--- src/rtl/tdm_pkg.sv ---
// Shared types and default sizing for the TDM receive demultiplexer.
package tdm_pkg;

   localparam int W_DEF = 8;
   localparam int N_DEF = 4;

   typedef enum logic {
      HUNT   = 1'b0,
      LOCKED = 1'b1
   } state_e;

endpackage

--- src/rtl/tdm_demux_if.sv ---
// Link-side word stream in, per-channel registers and status out.
interface tdm_demux_if
   import tdm_pkg::*;
#(
   parameter int W = W_DEF,
   parameter int N = N_DEF
);
   logic [W-1:0]   din;
   logic           din_valid;
   logic           frame_start;
   logic [N*W-1:0] dout;
   logic [N-1:0]   dout_valid;
   logic           frame_done;
   logic           locked;
   logic           sync_err;

   modport master (
      output din, din_valid, frame_start,
      input  dout, dout_valid, frame_done, locked, sync_err
   );

   modport slave (
      input  din, din_valid, frame_start,
      output dout, dout_valid, frame_done, locked, sync_err
   );
endinterface

--- src/rtl/slot_decoder.sv ---
// Binary slot index plus enable to one-hot channel select.
module slot_decoder #(
   parameter int N  = 4,
   parameter int SW = (N > 1) ? $clog2(N) : 1
) (
   input  logic [SW-1:0] slot,
   input  logic          en,
   output logic [N-1:0]  sel
);

   always_comb begin
      sel = '0;
      if (en) sel[slot] = 1'b1;
   end

endmodule

--- src/rtl/tdm_demux.sv ---
// Recovers frame alignment from frame_start and routes each slot to its channel register.
module tdm_demux
   import tdm_pkg::*;
#(
   parameter int W = W_DEF,
   parameter int N = N_DEF
) (
   input  logic        clk,
   input  logic        rst_n,
   tdm_demux_if.slave  bus
);

   localparam int SW = (N > 1) ? $clog2(N) : 1;

   state_e                state_q, state_d;
   logic [SW-1:0]         slot_q, slot_d, cap_slot;
   logic                  cap, fd_d, err_d;
   logic [N-1:0]          sel;
   logic [N-1:0][W-1:0]   ch_q;
   logic [N-1:0]          dv_q;
   logic                  fd_q, err_q;

   always_comb begin
      state_d  = state_q;
      slot_d   = slot_q;
      cap      = 1'b0;
      cap_slot = slot_q;
      fd_d     = 1'b0;
      err_d    = 1'b0;
      if (bus.din_valid) begin
         unique case (state_q)
            HUNT: begin
               if (bus.frame_start) begin
                  cap      = 1'b1;
                  cap_slot = '0;
                  slot_d   = SW'(1);
                  state_d  = LOCKED;
               end
            end
            LOCKED: begin
               if (bus.frame_start) begin
                  // A marker anywhere but slot 0 truncates the frame and restarts it here.
                  err_d    = (slot_q != '0);
                  cap      = 1'b1;
                  cap_slot = '0;
                  slot_d   = SW'(1);
               end else if (slot_q == '0) begin
                  err_d   = 1'b1;
                  state_d = HUNT;
               end else begin
                  cap = 1'b1;
                  if (slot_q == SW'(N - 1)) begin
                     fd_d   = 1'b1;
                     slot_d = '0;
                  end else begin
                     slot_d = slot_q + SW'(1);
                  end
               end
            end
            default: state_d = HUNT;
         endcase
      end
   end

   slot_decoder #(.N(N), .SW(SW)) u_slot_decoder (
      .slot (cap_slot),
      .en   (cap),
      .sel  (sel)
   );

   // Capture stage: one channel write plus registered strobes per accepted word.
   always_ff @(posedge clk or negedge rst_n) begin
      if (!rst_n) begin
         state_q <= HUNT;
         slot_q  <= '0;
         ch_q    <= '0;
         dv_q    <= '0;
         fd_q    <= 1'b0;
         err_q   <= 1'b0;
      end else begin
         state_q <= state_d;
         slot_q  <= slot_d;
         for (int k = 0; k < N; k++) begin
            if (sel[k]) ch_q[k] <= bus.din;
         end
         dv_q  <= sel;
         fd_q  <= fd_d;
         err_q <= err_d;
      end
   end

   assign bus.dout       = ch_q;
   assign bus.dout_valid = dv_q;
   assign bus.frame_done = fd_q;
   assign bus.sync_err   = err_q;
   assign bus.locked     = (state_q == LOCKED);

endmodule
--- src/flat_wrapper.sv ---
// flat-port wrapper written by rule: the top's interface ports become plain ports
module tdm_demux_flat import tdm_pkg::*;
#(
   parameter int W = W_DEF,
   parameter int N = N_DEF
)
  (clk, rst_n, bus_din, bus_din_valid, bus_frame_start, bus_dout, bus_dout_valid, bus_frame_done, bus_locked, bus_sync_err);
  tdm_demux_if #(.W(W), .N(N)) bus_i ();
  input  logic clk;
  input  logic rst_n;
  input wire logic [$bits(bus_i.din)-1:0] bus_din;
  input wire logic [$bits(bus_i.din_valid)-1:0] bus_din_valid;
  input wire logic [$bits(bus_i.frame_start)-1:0] bus_frame_start;
  output wire logic [$bits(bus_i.dout)-1:0] bus_dout;
  output wire logic [$bits(bus_i.dout_valid)-1:0] bus_dout_valid;
  output wire logic [$bits(bus_i.frame_done)-1:0] bus_frame_done;
  output wire logic [$bits(bus_i.locked)-1:0] bus_locked;
  output wire logic [$bits(bus_i.sync_err)-1:0] bus_sync_err;
  assign bus_i.din = bus_din;
  assign bus_i.din_valid = bus_din_valid;
  assign bus_i.frame_start = bus_frame_start;
  assign bus_dout = bus_i.dout;
  assign bus_dout_valid = bus_i.dout_valid;
  assign bus_frame_done = bus_i.frame_done;
  assign bus_locked = bus_i.locked;
  assign bus_sync_err = bus_i.sync_err;
  tdm_demux #(.W(W), .N(N)) u_core (.clk(clk), .rst_n(rst_n), .bus(bus_i));
endmodule
--- config.mk ---
export PLATFORM = sky130hd
export DESIGN_NAME = tdm_demux_flat
export DESIGN_NICKNAME = d
export VERILOG_FILES = /design/src/rtl/tdm_pkg.sv /design/src/rtl/tdm_demux_if.sv /design/src/rtl/slot_decoder.sv /design/src/rtl/tdm_demux.sv /design/src/flat_wrapper.sv
export SDC_FILE = /design/constraint.sdc
export NUM_CORES = 1
export LEC_CHECK = 0
export CAP_MARGIN = 20
export CORE_ASPECT_RATIO = 2
export CORE_UTILIZATION = 48
export CTS_CLUSTER_SIZE = 8
export DETAILED_ROUTE_END_ITERATION = 12
export HOLD_SLACK_MARGIN = 0.06
export PLACE_DENSITY_LB_ADDON = 0.2
export SYNTH_ARGS = -nofsm -noshare
export SYNTH_HDL_FRONTEND = slang
export SYNTH_HIERARCHICAL = 1
export SYNTH_SLANG_ARGS = --single-unit
--- constraint.sdc ---
create_clock -name clk -period 5.63 [get_ports clk]
set_clock_uncertainty 0.2 [all_clocks]
set_input_delay 1.126 -clock clk [delete_from_list [all_inputs] [get_ports clk]]
set_output_delay 1.126 -clock clk [all_outputs]
set_load 0.01 [all_outputs]
==> impl_metrics.ini, run 1 <==
[run_status]
status = finished clean

[global_route]
gr-total-overflow = 0
grt_pass1_wl_um = 5420
grt_use_total = 0.202
grt_pass1_vias = 1075
grt_max_degree = 42
antenna_found_initial = 0

[synthesis]
yosys-top-cells-count = dfrtp_1, mux2_2, buf_2
syn_nets = 116
synth.top_cell.area_share = 0.647
yosysSeqAreaShare = 0.647
yosys_warnings = 6
async_flop_share = 1.00
yosysMostFrequentCell = dfrtp_1
synth_edf_count = 0
syn_inst = 101
yosysTopAreaCell = dfrtp_1
ys_ff_latch = 41
ys.flop_type = dfrtp_1
synth_cell_type_count = 20
syn_area_per_cell_um2 = 15.7
synth.cell_area_um2 = 1590
synth_area_leaders = dfrtp_1, mux2_2, ha_1

[worst_setup_path]
crit_fanout = 9
rr_endpoint = u_core/bus.dout[6]
crit_start = bus_frame_start
required_ns = 5.60
rr_worst_depth = 7
path_class = primary input to register
start_kind = primary input
rrSetupSlack_ns = 3.13
end_kind = register
r2r-start = u_core/slot_q[1]
critPathArrivalTime_ns = 3.26

[sta]
relSlewSlack = 0.422
grt_setup_unrepaired = no
fin_tns_setup_ns = 0
period_share = 0.585
fin_ws_ns = 2.34
fin_crit_ns = 3.29
worst_pin_slew_ns = 0.868
maxSlewViolCount = 0
setup_viol = 0
hold_violations = 0
finalHoldWorstSlack_ns = 0.309
fmaxAchievable_mhz = 304

[floorplanning]
die-area_um2 = 3550
core_area_um2 = 3160
io_pins = 51
die_h_um = 83.3
start_util = 0.503
num_rows = 29
die_x_um = 42.7

[placement]
port_buffers = 50
routabilityCongestion = 0.707
dp_slack_ns = 2.03
dp.final_hpwl_um = 2480

[clock_tree]
cts_sinks = 41
cts_tree = built
hold_buffers = 0
cts_resized = 0
postCtsSetupRepairBufs = 0
clk_pin_slew_ns = 0.07
clk_path_buf_depth = 2
cts-root-buf = clkbuf_8
htreeDepth = 2
clk_latency_ns = 0.28
cts_made_buffers = 5

[detailed_routing]
wl_um = 3270
num_vias = 1003
drc = 0
drtAntennaViolNets = 0
avgRoutedWirePerCell_um = 17.6
drt_iter0_markers = 10
avgViaCountPerCell = 5.39
drtPass1Iterations = 3

[pwr]
p_leak_nw = 0.965
vdd_ir_drop_max_mv = 0.359
powerDensity_nw_per_um2 = 568

[hold_path]
hold_path_startpoint = u_core/bus.dout[17]
hold_path.class = register to register
min_to = u_core/bus.dout[17]
whs_path_depth = 1

[final_layout]
diodes = 0
fill_cells = 234
syn2layout_area_growth_pct = 37.6
final_util = 0.692
layout-drive-gt1-share = 0.284
fin_nets = 169

[run]
drv_cap = 0
==> area by class of cell <==
type / instances / area [µm²] / area share
tap: 31 / 38.8 / 0.0178
inverter: 3 / 11.3 / 0.00516
multi-input combinational: 53 / 529 / 0.242
clock buffer: 6 / 72.6 / 0.0332
timing repair buffer: 50 / 495 / 0.227
clock inverter: 2 / 10.0 / 0.00458
sequential: 41 / 1030 / 0.470
==> worst max-delay path by stage <==
stage / to / depth (start not counted) / slack, ns
finish: u_core/bus.dout[6] / 7 / 2.34
global route: u_core/bus.dout[6] / 7 / 2.22
CTS: u_core/bus.dout[5] / 7 / 2.34
detailed placement: u_core/bus.dout[5] / 7 / 2.03
global placement: u_core/bus.dout[0] / 7 / 2.17
floorplan: u_core/bus.dout[0] / 7 / 3.05
==> placed cells by master (no fill, tap or decap), types with 2 or more instances in the layout <==
master	netlist	final
inv_1	2	2
nand2_1	2	2
and3b_1	2	2
ha_1	3	3
a21oi_1	3	3
clkdlybuf4s50_1	0	49
clkinv_2	0	2
mux2_2	32	32
dfrtp_1	41	41
clkbuf_8	0	5
==> where the power goes <==
| part | leakage, nW | total [mW] | internal (mW) | switching, mW |
|---|---|---|---|---|
| clock network | 0.0450 | 0.178 | 0.0858 | 0.0924 |
| logic | 0.422 | 0.561 | 0.350 | 0.211 |
| registers | 0.498 | 0.500 | 0.429 | 0.0710 |
==> stage by stage <==
stage | area, µm² | power, mW | instances
after floorplan | 1590 | 0.751 | 101
after global placement | 2100 | 1.05 | 178
after detailed placement | 2100 | 1.08 | 178
after CTS | 2180 | 1.25 | 186
after global routing | 2180 | 1.31 | 186
final | 2180 | 1.24 | 186
==> sequential cells by signal, indices dropped and copies added (netlist names) <==
register	count
u_core/bus.dout	32
u_core/bus.dout_valid	4
u_core/slot_q	2
u_core/bus.frame_done	1
u_core/bus.locked	1
u_core/bus.sync_err	1
==> worst max-delay path: stages <==
cell	delay [ns]
clkdlybuf4s50_1	0.60
inv_2	0.06
ha_1	0.22
nand2_1	0.07
o211a_1	0.19
nor3b_2	0.58
mux2_2	0.41
==> logic make-up (layout without fill, tap and decap cells) <==
group	count (synthesis)	after routing	share of synthesized area
flip-flops	41	41	0.647
buffers and inverters	7	61	0.0197
adder cells (fa/ha/maj)	3	3	0.0237
AND/OR/NAND/NOR	10	10	0.0481
AO/OA/AOI/OAI	7	7	0.0284
multiplexers	33	33	0.233
==> per-layer routing <==
metal	routed length, µm	vias to the layer above	global-route usage	share of wire
met5	0	-	0	0
met4	56	0	0.0852	0.017
met3	99	6	0.0304	0.030
met2	1890	28	0.362	0.58
met1	1220	512	0.225	0.37
li1	-	457	-	-
(Power assumes the default switching activity.)
==> run 2: changes to the inputs <==
CORE_UTILIZATION = 41   (was 48)
clock period = 3 ns   (was 5.63 ns; I/O delays follow)
==> run 2 against run 1 <==
First-iteration DRC count increased by 70%. Hold slack lost 0.072 ns. Combinational power up 89%. Design area is 2.9% higher. Power rose by 90%. Sequential share of layout area is 1.3 points lower. Setup slack got worse by 1.9 ns. Via count is 0.70% lower. Clock power increased by 94%. Critical path depth grew 1. Register-to-register slack lost 2.4 ns. Core utilization decreased by 7.5 points. Largest power group unchanged.
==> impl_metrics.ini, run 2 (synthesized netlist as in run 1, its figures left out) <==
[sta]
hold_violations = 0
setup_viol = 0
fin_tns_setup_ns = 0
fmaxAchievable_mhz = 395
grt_setup_unrepaired = no
relSlewSlack = 0.415
period_share = 0.843
fin_crit_ns = 2.53
worst_pin_slew_ns = 0.877
fin_ws_ns = 0.471
maxSlewViolCount = 0

[clock_tree]
postCtsSetupRepairBufs = 0
cts_tree = built
cts_made_buffers = 5
clk_path_buf_depth = 2
htreeDepth = 2
hold_buffers = 0
cts-root-buf = clkbuf_8
clk_pin_slew_ns = 0.07
cts_sinks = 41
cts_resized = 0
clk_latency_ns = 0.28

[placement]
port_buffers = 50
dp_cells = 201
dp.final_hpwl_um = 2440
dp_slack_ns = 0.180
routabilityCongestion = 0.740

[floorplanning]
core_area_um2 = 3650
io_pins = 51
die_x_um = 46.0
start_util = 0.435
die-area_um2 = 4140
num_rows = 31
die_h_um = 90.0

[final_layout]
fill_cells = 322
syn2layout_area_growth_pct = 41.6
mostFrequentLayoutCells = clkdlybuf4s50_1, dfrtp_1, mux2_2, clkbuf_8, buf_4
mostFrequentLayoutCell = clkdlybuf4s50_1
final_util = 0.616
fin_nets = 174
diodes = 0
final_cells = 208
layout-drive-gt1-share = 0.302
largest_register_ffs = 32

[global_route]
gr-total-overflow = 0
grt_pass1_wl_um = 5380
grt_max_degree = 42
grt_use_total = 0.185
grt_pass1_vias = 1044
antenna_found_initial = 0

[detailed_routing]
drt_iter0_markers = 17
avgRoutedWirePerCell_um = 15.6
avgViaCountPerCell = 4.79
drc = 0
wl_um = 3250
num_vias = 996
drtPass1Iterations = 4
drtAntennaViolNets = 0

[pwr]
powerDensity_nw_per_um2 = 1050
p_leak_nw = 0.991
p_total_mw = 2.35
vdd_ir_drop_max_mv = 0.560

[worst_setup_path]
start_kind = primary input
end_kind = register
rr_endpoint = u_core/bus.dout[4]
path_cells = clkdlybuf4s50_1 > inv_2 > ha_1 > nand2_1 > o211a_1 > nor3b_2 > buf_4 > mux2_2
rrSetupSlack_ns = 0.74
critPathSlowestCell = clkdlybuf4s50_1
required_ns = 2.97
critPathArrivalTime_ns = 2.49
path_class = primary input to register
rr_worst_depth = 8
crit_fanout = 7
r2r-start = u_core/slot_q[1]
slowest_delay_ns = 0.60
crit_start = bus_frame_start

[hold_path]
hold_path.class = primary input to async pin

[run_status]
status = finished clean

[run]
drv_cap = 0
## run 2: cell count changes in the layout (fill, tap and decap cells not counted), sizes merged
| cell | before | now |
|---|---|---|
| buf | 1 | 6 |
| clkinv | 2 | 0 |
| clkbuf | 6 | 7 |
## run 2: metrics by stage
| stage | hold WS, ns | area (µm²) |
|---|---|---|
| after floorplan | 0.104 | 1590 |
| after global placement | 0.291 | 2160 |
| after detailed placement | 0.295 | 2160 |
| after CTS | 0.260 | 2250 |
| after global routing | 0.306 | 2250 |
| final | 0.237 | 2250 |
## run 2: cell type report
type | count | area, µm² | area share
inverter | 3 | 11.3 | 0.00501
tap | 49 | 61.3 | 0.0273
multi-input combinational | 53 | 529 | 0.236
timing repair buffer | 55 | 533 | 0.237
clock buffer | 7 | 86.3 | 0.0384
sequential | 41 | 1030 | 0.457
## run 2: worst max-delay path by stage
stage                                    end
final                     u_core/bus.dout[4]
after global routing      u_core/bus.dout[4]
after CTS                 u_core/bus.dout[4]
after detailed placement  u_core/bus.dout[4]
after global placement    u_core/bus.dout[5]
after floorplan           u_core/bus.dout[0]
## run 2: critical path, delay by kind of cell
family / cells / cell delay [ns]
buf+inv: 3 / 0.85
fa+ha+maj: 1 / 0.22
compound gates: 1 / 0.19
mux: 1 / 0.34
simple gates: 2 / 0.30
## run 2: layer usage
| layer | global-route usage | share of wire | vias up |
|---|---|---|---|
| li1 | - | - | 468 |
| met1 | 0.197 | 0.37 | 491 |
| met2 | 0.322 | 0.57 | 30 |
| met3 | 0.0462 | 0.040 | 7 |
| met4 | 0.0735 | 0.021 | 0 |
| met5 | 0 | 0 | - |
## run 2: power breakdown
group,total (mW),internal (mW),switching [mW]
registers,0.945,0.805,0.140
logic,1.06,0.679,0.383
clock network,0.345,0.182,0.162
